`config.mk`:
```
export PLATFORM = sky130hd
export DESIGN_NAME = moore_seq_generator_flat
export DESIGN_NICKNAME = d
export VERILOG_FILES = /design/src/rtl/moore_seq_generator_pkg.sv /design/src/rtl/moore_seq_generator_if.sv /design/src/rtl/moore_seq_generator_piso_shift_reg.sv /design/src/rtl/moore_seq_generator.sv /design/src/flat_wrapper.sv
export SDC_FILE = /design/constraint.sdc
export NUM_CORES = 1
export LEC_CHECK = 0
export BUFFER_PORTS_ARGS = -buffer_cell sky130_fd_sc_hd__buf_2
export CAP_MARGIN = 20
export CORE_AREA = 3 3 53 74
export CTS_BUF_LIST = sky130_fd_sc_hd__clkbuf_16
export CTS_CLUSTER_DIAMETER = 40
export CTS_CLUSTER_SIZE = 25
export DETAILED_ROUTE_END_ITERATION = 10
export DIE_AREA = 0 0 56 77
export GPL_ROUTABILITY_DRIVEN = 0
export PLACE_DENSITY_LB_ADDON = 0.2
export SYNTH_ARGS = -nofsm -noshare
export SYNTH_HDL_FRONTEND = slang
export SYNTH_HIERARCHICAL = 1
export SYNTH_SLANG_ARGS = --single-unit
```
`constraint.sdc`:
```
create_clock -name clk -period 2.03 [get_ports clk]
set_input_delay 0 -clock clk [delete_from_list [all_inputs] [get_ports clk]]
set_output_delay 0 -clock clk [all_outputs]
set_load 0.02 [all_outputs]
```
`src/rtl/moore_seq_generator_pkg.sv`:
```
// Shared definitions for the serial sequence generator/detector family:
// FSM state encodings and the len-field width derivation.
package moore_seq_generator_pkg;

  typedef logic [1:0] state_t;

  localparam state_t ST_IDLE  = 2'b00;
  localparam state_t ST_SHIFT = 2'b01;
  localparam state_t ST_DONE  = 2'b10;

  // len must be able to express WIDTH itself, hence the extra bit
  function automatic int len_w(input int width);
    return $clog2(width) + 1;
  endfunction

endpackage

```
`src/rtl/moore_seq_generator_if.sv`:
```
// Request/stream bundle between a pattern source and the serial generator.
interface moore_seq_generator_if
  import moore_seq_generator_pkg::*;
#(
  parameter int WIDTH = 8,
  parameter int REP_W = 4
);
  localparam int LEN_W = len_w(WIDTH);

  logic             start;
  logic [WIDTH-1:0] pattern;
  logic [LEN_W-1:0] len;
  logic [REP_W-1:0] reps;
  logic             x;
  logic             x_valid;
  logic             busy;
  logic             done;

  modport master (
    output start, pattern, len, reps,
    input  x, x_valid, busy, done
  );

  modport slave (
    input  start, pattern, len, reps,
    output x, x_valid, busy, done
  );

endinterface

```
`src/rtl/moore_seq_generator_piso_shift_reg.sv`:
```
// Parallel-in serial-out shift register: parallel load, left shift, MSB out.
module moore_seq_generator_piso_shift_reg #(
  parameter int WIDTH = 8
) (
  input  logic             clk,
  input  logic             reset_n,
  input  logic             load,
  input  logic             shift_en,
  input  logic [WIDTH-1:0] din,
  output logic             msb
);

  logic [WIDTH-1:0] sr;

  always_ff @(posedge clk or negedge reset_n) begin
    if (!reset_n) begin
      sr <= '0;
    end else if (load) begin
      sr <= din;
    end else if (shift_en) begin
      sr <= {sr[WIDTH-2:0], 1'b0};
    end
  end

  assign msb = sr[WIDTH-1];

endmodule

```
`src/rtl/moore_seq_generator.sv`:
```
// Moore serial pattern generator: captures up to WIDTH bits on start and
// emits them MSB-first, reps+1 passes back-to-back, then pulses done.
module moore_seq_generator
  import moore_seq_generator_pkg::*;
#(
  parameter int WIDTH = 8,
  parameter int REP_W = 4
) (
  input  logic                  clk,
  input  logic                  reset_n,
  moore_seq_generator_if.slave  bus
);

  localparam int LEN_W = len_w(WIDTH);
  localparam logic [LEN_W-1:0] WIDTH_L = LEN_W'(WIDTH);

  state_t           state;
  logic [LEN_W-1:0] len_q;
  logic [LEN_W-1:0] bit_cnt;
  logic [REP_W-1:0] pass_cnt;
  logic [WIDTH-1:0] pat_q;

  logic [LEN_W-1:0] len_c;
  logic [WIDTH-1:0] pat_aligned;
  logic [WIDTH-1:0] load_data;
  logic             accept;
  logic             last_bit;
  logic             reload;
  logic             sr_load;
  logic             sr_shift;
  logic             sr_msb;

  // Left-align the active field so the shifter always emits from its MSB;
  // bits above len fall off the top and are ignored.
  always_comb begin
    len_c       = (bus.len > WIDTH_L) ? WIDTH_L : bus.len;
    pat_aligned = bus.pattern << (WIDTH_L - len_c);
    accept      = (state == ST_IDLE) && bus.start && (bus.len != '0);
    last_bit    = (bit_cnt == '0);
    reload      = (state == ST_SHIFT) && last_bit && (pass_cnt != '0);
    sr_load     = accept || reload;
    sr_shift    = (state == ST_SHIFT) && !last_bit;
    load_data   = accept ? pat_aligned : pat_q;
  end

  always_ff @(posedge clk or negedge reset_n) begin
    if (!reset_n) begin
      state    <= ST_IDLE;
      len_q    <= '0;
      bit_cnt  <= '0;
      pass_cnt <= '0;
      pat_q    <= '0;
    end else begin
      case (state)
        ST_IDLE: begin
          if (accept) begin
            state    <= ST_SHIFT;
            pat_q    <= pat_aligned;
            len_q    <= len_c;
            bit_cnt  <= len_c - LEN_W'(1);
            pass_cnt <= bus.reps;
          end
        end
        ST_SHIFT: begin
          if (!last_bit) begin
            bit_cnt <= bit_cnt - LEN_W'(1);
          end else if (pass_cnt != '0) begin
            // next pass starts on the very next cycle, no gap
            bit_cnt  <= len_q - LEN_W'(1);
            pass_cnt <= pass_cnt - REP_W'(1);
          end else begin
            state <= ST_DONE;
          end
        end
        ST_DONE: state <= ST_IDLE;
        default: state <= ST_IDLE;
      endcase
    end
  end

  moore_seq_generator_piso_shift_reg #(
    .WIDTH (WIDTH)
  ) u_piso (
    .clk      (clk),
    .reset_n  (reset_n),
    .load     (sr_load),
    .shift_en (sr_shift),
    .din      (load_data),
    .msb      (sr_msb)
  );

  assign bus.x       = (state == ST_SHIFT) && sr_msb;
  assign bus.x_valid = (state == ST_SHIFT);
  assign bus.busy    = (state == ST_SHIFT);
  assign bus.done    = (state == ST_DONE);

endmodule
```
`src/flat_wrapper.sv`:
```
// flat-port wrapper written by rule: the top's interface ports become plain ports
module moore_seq_generator_flat import moore_seq_generator_pkg::*;
#(
  parameter int WIDTH = 8,
  parameter int REP_W = 4
)
  (clk, reset_n, bus_start, bus_pattern, bus_len, bus_reps, bus_x, bus_x_valid, bus_busy, bus_done);
  moore_seq_generator_if #(.WIDTH(WIDTH), .REP_W(REP_W)) bus_i ();
  input  logic clk;
  input  logic reset_n;
  input wire logic [$bits(bus_i.start)-1:0] bus_start;
  input wire logic [$bits(bus_i.pattern)-1:0] bus_pattern;
  input wire logic [$bits(bus_i.len)-1:0] bus_len;
  input wire logic [$bits(bus_i.reps)-1:0] bus_reps;
  output wire logic [$bits(bus_i.x)-1:0] bus_x;
  output wire logic [$bits(bus_i.x_valid)-1:0] bus_x_valid;
  output wire logic [$bits(bus_i.busy)-1:0] bus_busy;
  output wire logic [$bits(bus_i.done)-1:0] bus_done;
  assign bus_i.start = bus_start;
  assign bus_i.pattern = bus_pattern;
  assign bus_i.len = bus_len;
  assign bus_i.reps = bus_reps;
  assign bus_x = bus_i.x;
  assign bus_x_valid = bus_i.x_valid;
  assign bus_busy = bus_i.busy;
  assign bus_done = bus_i.done;
  moore_seq_generator #(.WIDTH(WIDTH), .REP_W(REP_W)) u_core (.clk(clk), .reset_n(reset_n), .bus(bus_i));
endmodule
```
# Yosys cells after proc, flatten, opt, wreduce, memory -nomap -nowiden
# Cells that the tools add are included.
# word_totals
register_bits	30
input_bits	19
output_inout_bits	4
# classes
n_addsub	5
n_lt_le_gt_ge	1
eq_ne	7
shift	1
mux	16
reduce_logical	18
# op_table
operator	count
2-to-1 mux 4 bit	7
2-to-1 mux 8 bit	3
one-hot mux 4 bit (2 select lines)	2
subtractor 4 x 1 -> 4 bit, second input constant	4
nonzero test 4 bit	2
<< shifter 8 x 4 -> 8 bit	1
logical AND 1 bit	6
2-to-1 mux 2 bit	3
inequality test 2 x 1 -> 1 bit, second input constant	3
AND reduction 3 bit	2
greater-than comparator 4 bit, second input constant	1
zero test 4 bit	1
one-hot mux 2 bit (2 select lines)	1
AND reduction 4 bit	1
nonzero test 2 bit	2
subtractor 4 bit, first input constant	1
inequality test 3 bit, second input constant	1
== test 2 x 1 -> 1 bit, second input constant	1
== test 2 bit, second input constant	1
zero test 2 bit	1
inequality test 2 bit, second input constant	1
AND reduction 2 bit	1
zero test 1 bit	1
logical OR 1 bit	1

# Logic depth before layout (Yosys ltp)
# Gate-level depths: netlist of the first run.
# logic_depth
word_depth	6
depth_mapped	10
ltp_nobuf	8

# Modules after synthesis
# Netlist of the first run, hierarchy kept.
# by_module_without_submodules
mod	instances	cells_per_inst	area_each_um2	seq_area_each_um2
moore_seq_generator	1	154	1490.2	550.5
moore_seq_generator_piso_shift_reg	1	34	369.1	200.2

# Worst setup path before layout of the first run
# Ideal clock, no wire load.
# synth_path
path_kind	input -> register
from	input bus_len[0]
to	register u_core.u_piso.sr[6]
setup_ns	0.076
arrival_time_ns	1.711
path_slack_ns	0.242
path_stages	9
n_path_buf	2
path_cell_list	nor2b_1 -> buf_4 -> clkinv_2 -> ha_1 -> buf_1 -> mux4_2 -> a21oi_1 -> nand2_1 -> o21ai_1
# synth_between
elab_chain_len	6
word_cells_on_any_way	10
classes_between	1 x add/sub; 1 x order compare; 1 x shift; 3 x mux; 4 x reduce/logical
# synth_lines
item	line_no	text
from (decl)	flat_wrapper.sv:13	input wire logic [$bits(bus_i.len)-1:0] bus_len;
greater-than comparator 4 bit	moore_seq_generator.sv:36	len_c = (bus.len > WIDTH_L) ? WIDTH_L : bus.len;
2-to-1 mux 4 bit	moore_seq_generator.sv:36	
subtractor 4 bit	moore_seq_generator.sv:37	pat_aligned = bus.pattern << (WIDTH_L - len_c);
<< shifter 8 x 4 -> 8 bit	moore_seq_generator.sv:37	
2-to-1 mux 8 bit (*)	--	
net u_core.load_data[6]	moore_seq_generator.sv:25	logic [WIDTH-1:0] load_data;
2-to-1 mux 8 bit (*)	moore_seq_generator_piso_shift_reg.sv:18	end else if (load) begin
to (signal assigned)	moore_seq_generator_piso_shift_reg.sv:19	sr <= din;
to (signal assigned)	moore_seq_generator_piso_shift_reg.sv:21	sr <= {sr[WIDTH-2:0], 1'b0};
to (decl)	moore_seq_generator_piso_shift_reg.sv:13	logic [WIDTH-1:0] sr;
# Mark *: on every way through the listed nets, which the timed path passes. The rest lies on a longest branch.
# A chain may end at the register's enable or synchronous reset.

# Worst setup path after layout of the first run
# layout_path
from	register u_core.bit_cnt[2]
to	register u_core.bit_cnt[3]
# layout_between
elab_chain_len	3
word_cells_on_any_way	6
classes_between	1 x add/sub; 1 x eq/ne; 2 x mux; 2 x reduce/logical
# layout_lines
item	line_no	text
from (decl)	moore_seq_generator.sv:19	logic [LEN_W-1:0] bit_cnt;
from (signal assigned)	moore_seq_generator.sv:60	bit_cnt <= len_c - LEN_W'(1);
from (signal assigned)	moore_seq_generator.sv:66	bit_cnt <= bit_cnt - LEN_W'(1);
from (signal assigned)	moore_seq_generator.sv:69	bit_cnt <= len_q - LEN_W'(1);
subtractor 4 x 1 -> 4 bit or zero test 4 bit (tied branches)	moore_seq_generator.sv:66, moore_seq_generator.sv:39	
2-to-1 mux 4 bit or inequality test 3 bit (tied branches)	--	
one-hot mux 4 bit (2 select lines) or AND reduction 3 bit (tied branches)	--	
# Several ways; a longest one is shown, not always the timed one.

==> results of run 1 <==
how the worst max path moves through the flow:
stage / start / endpoint / slack [ps] / cells past startpoint
final: u_core/bit_cnt[2]$_DFFE_PN0P_ / u_core/bit_cnt[3]$_DFFE_PN0P_ / 140 / 6
after global routing: u_core/state[1]$_DFFE_PN0P_ / u_core/u_piso/sr[0]$_DFFE_PN0P_ / 10 / 7
after CTS: u_core/state[0]$_DFFE_PN0P_ / u_core/u_piso/sr[0]$_DFFE_PN0P_ / 130 / 7
after detailed placement: u_core/state[0]$_DFFE_PN0P_ / u_core/u_piso/sr[0]$_DFFE_PN0P_ / 130 / 7
after global placement: u_core/state[1]$_DFFE_PN0P_ / u_core/u_piso/sr[7]$_DFFE_PN0P_ / 150 / 8
after floorplan: bus_len[0] / u_core/u_piso/sr[6]$_DFFE_PN0P_ / 240 / 9
through the flow:
stage | power, mW | cell area, um^2 | hold slack, ps | cells
final | 3.11 | 2240 | 27.8 | 261
after detailed placement | 2.25 | 2020 | 65.4 | 248
after floorplan | 2.00 | 1860 | -296 | 188
after global routing | 3.32 | 2240 | 69.1 | 261
after CTS | 3.07 | 2210 | 31.6 | 258
after global placement | 2.22 | 2020 | 58.4 | 248
metal layers:
| layer | up-vias | wire length (um) | global-route usage, % |
|---|---|---|---|
| met5 | - | 0 | 0 |
| met2 | 34 | 2280 | 36.3 |
| met3 | 6 | 142 | 4.55 |
| met4 | 0 | 62 | 9.98 |
| li1 | 734 | - | - |
| met1 | 694 | 1670 | 23.7 |
where the power goes:
part / internal, mW / leakage (nW) / switching (mW)
combinational: 0.609 / 0.563 / 0.678
sequential: 0.848 / 0.380 / 0.172
clock: 0.565 / 0.0773 / 0.236
total: 2.02 / 1.02 / 1.09
flip-flops by register name, summed over array words and instances, names as in the netlist:
register	count
u_core/bit_cnt	4
u_core/len_q	4
u_core/pass_cnt	4
u_core/pat_q	8
u_core/state	2
u_core/u_piso/sr	8
final cells by class:
cell class,count,area [um^2],share of cell area [%]
clock buffers,5,125,5.60
inverters,7,36.3,1.62
well taps,40,50.0,2.24
clock inverters,2,33.8,1.51
flip-flops and latches,30,751,33.6
repair buffers,35,228,10.2
multi-input cells,142,1010,45.3
Yosys cell counts, drive strengths merged:
master	number	area [um^2]
xnor2	3	26.3
nor2	14	52.6
a21boi	2	15.0
inv	6	27.5
a22o	4	35.0
buf	8	62.6
nand4	1	6.26
ha	2	25.0
mux4	1	22.5
nor4b	1	23.8
xor2	1	16.3
o211a	1	10.0
clkbuf	1	3.75
or3	2	12.5
mux2	1	11.3
mux2i	20	200
dfrtp	30	751
o211ai	2	15.0
and3	1	6.26
nand3	3	15.0
nor2b	4	25.0
o21ai	22	110
nor4	2	33.8
nand2b	5	31.3
o22ai	1	12.5
nand2	24	90.1
a211oi	3	22.5
or3b	1	8.76
a31oi	2	12.5
nor3b	2	20.0
a2111oi	1	15.0
a21oi	6	33.8
o21ba	1	10.0
and2	4	27.5
a211o	2	17.5
clkinv	1	5.00
a221oi	2	41.3
nor3	1	5.00
what timing repair did:
| action | in CTS | in global routing |
|---|---|---|
| endpoints found under the hold margin | 32 | 0 |
| setup endpoints to repair | 0 | 1 |
| gates resized for setup | 0 | 2 |
| setup buffers | 0 | 3 |
| hold buffers | 3 | 0 |
kinds of logic after synthesis:
kind of cell | count (synthesis) | share of synthesized area (%)
buffers and inverters | 16 | 5.31
muxes | 22 | 12.6
AOI/OAI and AO/OA | 49 | 18.8
adders and majority gates | 2 | 1.35
DFF | 30 | 40.4
xor gates and xnor gates | 4 | 2.29
and+or+nand+nor | 65 | 19.2
worst max-delay path: cells and delay by family, from the launching register on:
family | cells | cell delay [ps]
AND/OR/NAND/NOR | 4 | 930
flip-flops | 1 | 440
AO/OA/AOI/OAI | 1 | 280
buffers and inverters | 1 | 100
==> results_dict.tcl, run 1 <==
set metrics [dict create \
    crit_chain "nor4_2 -> nand2_1 -> o22ai_2 -> inv_2 -> nand4_1 -> or3b_1" \
    ios 23 \
    finalHoldViolations 0 \
    status "complete, no violations" \
    cts_root_buf "clkbuf_16" \
    hpwl_um 3090 \
    numCtsBuffers 5 \
    layout.nets 242 \
    die-height_um 77 \
    max-vdd-ir-drop_uv 946 \
    drtIter0Drc 35 \
    post-route-drc-count 0 \
    r2r_end "u_core/bit_cnt[3]$_DFFE_PN0P_" \
    cp.arrival_ps 2030 \
    area_growth_pct 20.3 \
    cts.sink_count 30 \
    mostFrequentLayoutCell "dfrtp_1" \
    synth_nets 209 \
    routedWlPerCell_um 15.9 \
    setup_tns_ps 0 \
    vias 1468 \
    initial_core_util_pct 55.0 \
    htreeDepth 2 \
    antenna_found_initial 0 \
    end_kind "flip-flop" \
    synth_area_um2 1860 \
    yosys_warnings 6 \
    synthCells 188 \
    drive_gt1_share_pct 25.8 \
    r2r_slack_ps 140 \
    ctsLongestPathBuffers 2 \
    hold_path_end "u_core/pass_cnt[3]$_DFFE_PN0P_" \
    drv_cap 0 \
    worst_slew_margin_rel_pct 56.2 \
    clk_latency_ps 270 \
    final.min_clock_period_ps 1890 \
    grt_start_max_net_pins 31 \
    worst_pin_slew_ps 657 \
    hold_path.class "input port to flip-flop" \
    critPathKind "flip-flop to flip-flop" \
    path_max_fanout 6 \
    ys_ff_latch 30 \
    first_pass_iters 4 \
    grt_first_pass_wirelength_um 6910 \
    r2r-start "u_core/bit_cnt[2]$_DFFE_PN0P_" \
    final_cell_mix "dfrtp_1 (30), nand2_1 (24), buf_2 (22)" \
    power_leakage_nw 1.02 \
    ys_seq_area_share_pct 40.4 \
    p_per_area_nw_per_um2 1390 \
    clk_pin_slew_worst_paths_ps 50 \
    clock.fmax_ghz 0.530 \
    synth_area_per_cell_um2 9.89 \
    die-area_um2 4310 \
    die_w_um 56 \
    overflow 0 \
    critical_path.max_stage_delay_ps 440 \
    track_usage_pct 20.8 \
    slew_violations 0 \
    grt_setup_unrepaired "no" \
    vias_per_cell 5.62 \
    dp_slack_ps 127 \
    hold_depth 3 \
    reg2reg_depth 6 \
    n_fill_cell 282 \
    antenna_left 0 \
    finalSetupViolCount 0 \
    core_area_um2 3380 \
    hp-start "bus_reps[3]" \
    numPortBuffers 22 \
    post-route-period-util_pct 92.9 \
    critPathLaunchType "flip-flop" \
    row_count 25 \
    fin_util_pct 66.2 \
    slowest_stage "dfrtp_1" \
    fin_ws_ps 144 \
    antenna_cells 0 \
    wirelength_um 4160 \
    crit_required_ps 2180 \
    first_global_vias 1499 \
    cts_tree "yes" \
    fin_worst_skew_ps 3.70 \
    synthDistinctLibCells 49 \
]
Note: power is estimated with default switching activity, not from simulation.
==> run 2, diff against run 1 <==
- CORE_AREA: 3 3 53 74 -> 3 3 71 100
- DIE_AREA: 0 0 56 77 -> 0 0 74 103
==> results_dict.tcl, run 2 (synthesized netlist as in run 1, its figures left out) <==
set metrics [dict create \
    status "complete, no violations" \
    drtIter0Drc 57 \
    fin_util_pct 36.3 \
    grt_first_pass_wirelength_um 7090 \
    hpwl_um 3270 \
    cts.sink_count 30 \
    clock.fmax_ghz 0.539 \
    fin_worst_skew_ps 4.74 \
    path_max_fanout 9 \
    power_leakage_nw 1.03 \
    track_usage_pct 12.1 \
    grt_setup_unrepaired "no" \
    row_count 34 \
    slew_violations 0 \
    end_kind "flip-flop" \
    vias 1459 \
    post-route-period-util_pct 91.4 \
    worst_pin_slew_ps 687 \
    mostFrequentLayoutCell "dfrtp_1" \
    ios 23 \
    antenna_left 0 \
    n_fill_cell 647 \
    p_per_area_nw_per_um2 1360 \
    worst_slew_margin_rel_pct 54.2 \
    first_global_vias 1482 \
    numPortBuffers 22 \
    cp.arrival_ps 2000 \
    initial_core_util_pct 29.7 \
    post-route-drc-count 0 \
    max-vdd-ir-drop_uv 455 \
    layout.nets 243 \
    htreeDepth 2 \
    finalSetupViolCount 0 \
    overflow 0 \
    core_area_um2 6250 \
    grt_start_max_net_pins 31 \
    cts_root_buf "clkbuf_16" \
    clk_latency_ps 270 \
    largest_registers "u_core/pat_q: 8 flops, u_core/u_piso/sr: 8 flops" \
    final_cell_mix "dfrtp_1 (30), nand2_1 (24), buf_2 (22)" \
    ctsLongestPathBuffers 2 \
    critPathKind "flip-flop to flip-flop" \
    slowest_stage "dfrtp_1" \
    crit_chain "nand2b_2 -> inv_6 -> nand2_1 -> o22ai_2 -> inv_2 -> nand4_1 -> or3b_1" \
    multi_input_area_um2 1010 \
    vias_per_cell 4.95 \
    cts_tree "yes" \
    area_growth_pct 22.1 \
    critical_path.max_stage_delay_ps 420 \
    critPathLaunchType "flip-flop" \
    crit_required_ps 2180 \
    drv_cap 0 \
    drive_gt1_share_pct 26.9 \
    numCtsBuffers 5 \
    ff_latch_area_um2 751 \
    routedWlPerCell_um 13.7 \
    first_pass_iters 4 \
    die_w_um 74 \
    hold_path.class "input port to flip-flop" \
    setup_tns_ps 0 \
    clk_pin_slew_worst_paths_ps 50 \
    antenna_cells 0 \
    wirelength_um 4060 \
    antenna_found_initial 0 \
    die-height_um 103 \
    finalHoldViolations 0 \
    final.min_clock_period_ps 1860 \
    die-area_um2 7620 \
]
-- run 2: final timing paths --
kind                                        startpoint                        endpoint  slack (ps)  cells after the start
max                        u_core/state[1]$_DFFE_PN0P_   u_core/bit_cnt[3]$_DFFE_PN0P_         170                      7
min                                        bus_reps[2]  u_core/pass_cnt[2]$_DFFE_PN0P_          20                      3
max reg2reg                u_core/state[1]$_DFFE_PN0P_   u_core/bit_cnt[3]$_DFFE_PN0P_         170                      7
min reg2reg                u_core/pat_q[5]$_DFFE_PN0N_     u_core/pat_q[5]$_DFFE_PN0N_         470                      2
max in group asynchronous                      reset_n     u_core/pat_q[3]$_DFFE_PN0N_        1270                      2
min in group asynchronous                      reset_n   u_core/bit_cnt[2]$_DFFE_PN0P_         300                      2
-- run 2: stage by stage --
| step | power [mW] | std cells | hold slack, ps | instance area (um^2) | setup slack [ps] |
|---|---|---|---|---|---|
| after floorplan | 2.00 | 188 | -296 | 1860 | 242 |
| after global placement | 2.28 | 285 | 82.9 | 2080 | 127 |
| after detailed placement | 2.29 | 285 | 78.5 | 2080 | 88.4 |
| after CTS | 3.13 | 295 | 21.1 | 2270 | 80.5 |
| after global routing | 3.35 | 295 | 42.2 | 2270 | 15.0 |
| final | 3.09 | 295 | 23.7 | 2270 | 174 |
-- run 2: per-layer routing --
layer  share of wire [%]  GRT usage [%]  up-vias
met1                  43           15.0      698
met4                 1.8           5.02        0
li1                    -              -      735
met5                   0              0        -
met2                  53           20.4       20
met3                 2.8           2.34        6
-- run 2: repair_timing --
action,4_1_cts,5_1_grt
buffers inserted,0,0
hold buffers,2,0
hold endpoints to repair,31,0
resized for setup,0,1
setup endpoints to repair,0,7
-- run 2: final cells by class --
class	count	share of cell area (%)
Clock buffer	5	5.51
Clock inverter	3	1.76
Inverter	7	1.43
Multi-Input combinational cell	142	44.6
Sequential cell	30	33.1
Tap cell	72	3.97
Timing Repair Buffer	36	9.70
-- run 2: power by group --
group	leakage (nW)	internal [mW]	switching (mW)
Combinational	0.571	0.605	0.640
Clock	0.0836	0.573	0.254
Sequential	0.380	0.847	0.169
Total	1.03	2.03	1.06
-- run 2: critical path, delay by kind of cell, from the launching register on --
| kind | cells | cell delay (ps) |
|---|---|---|
| AO/OA/AOI/OAI | 1 | 270 |
| buffers and inverters | 2 | 220 |
| flip-flops | 1 | 420 |
| AND/OR/NAND/NOR | 4 | 810 |
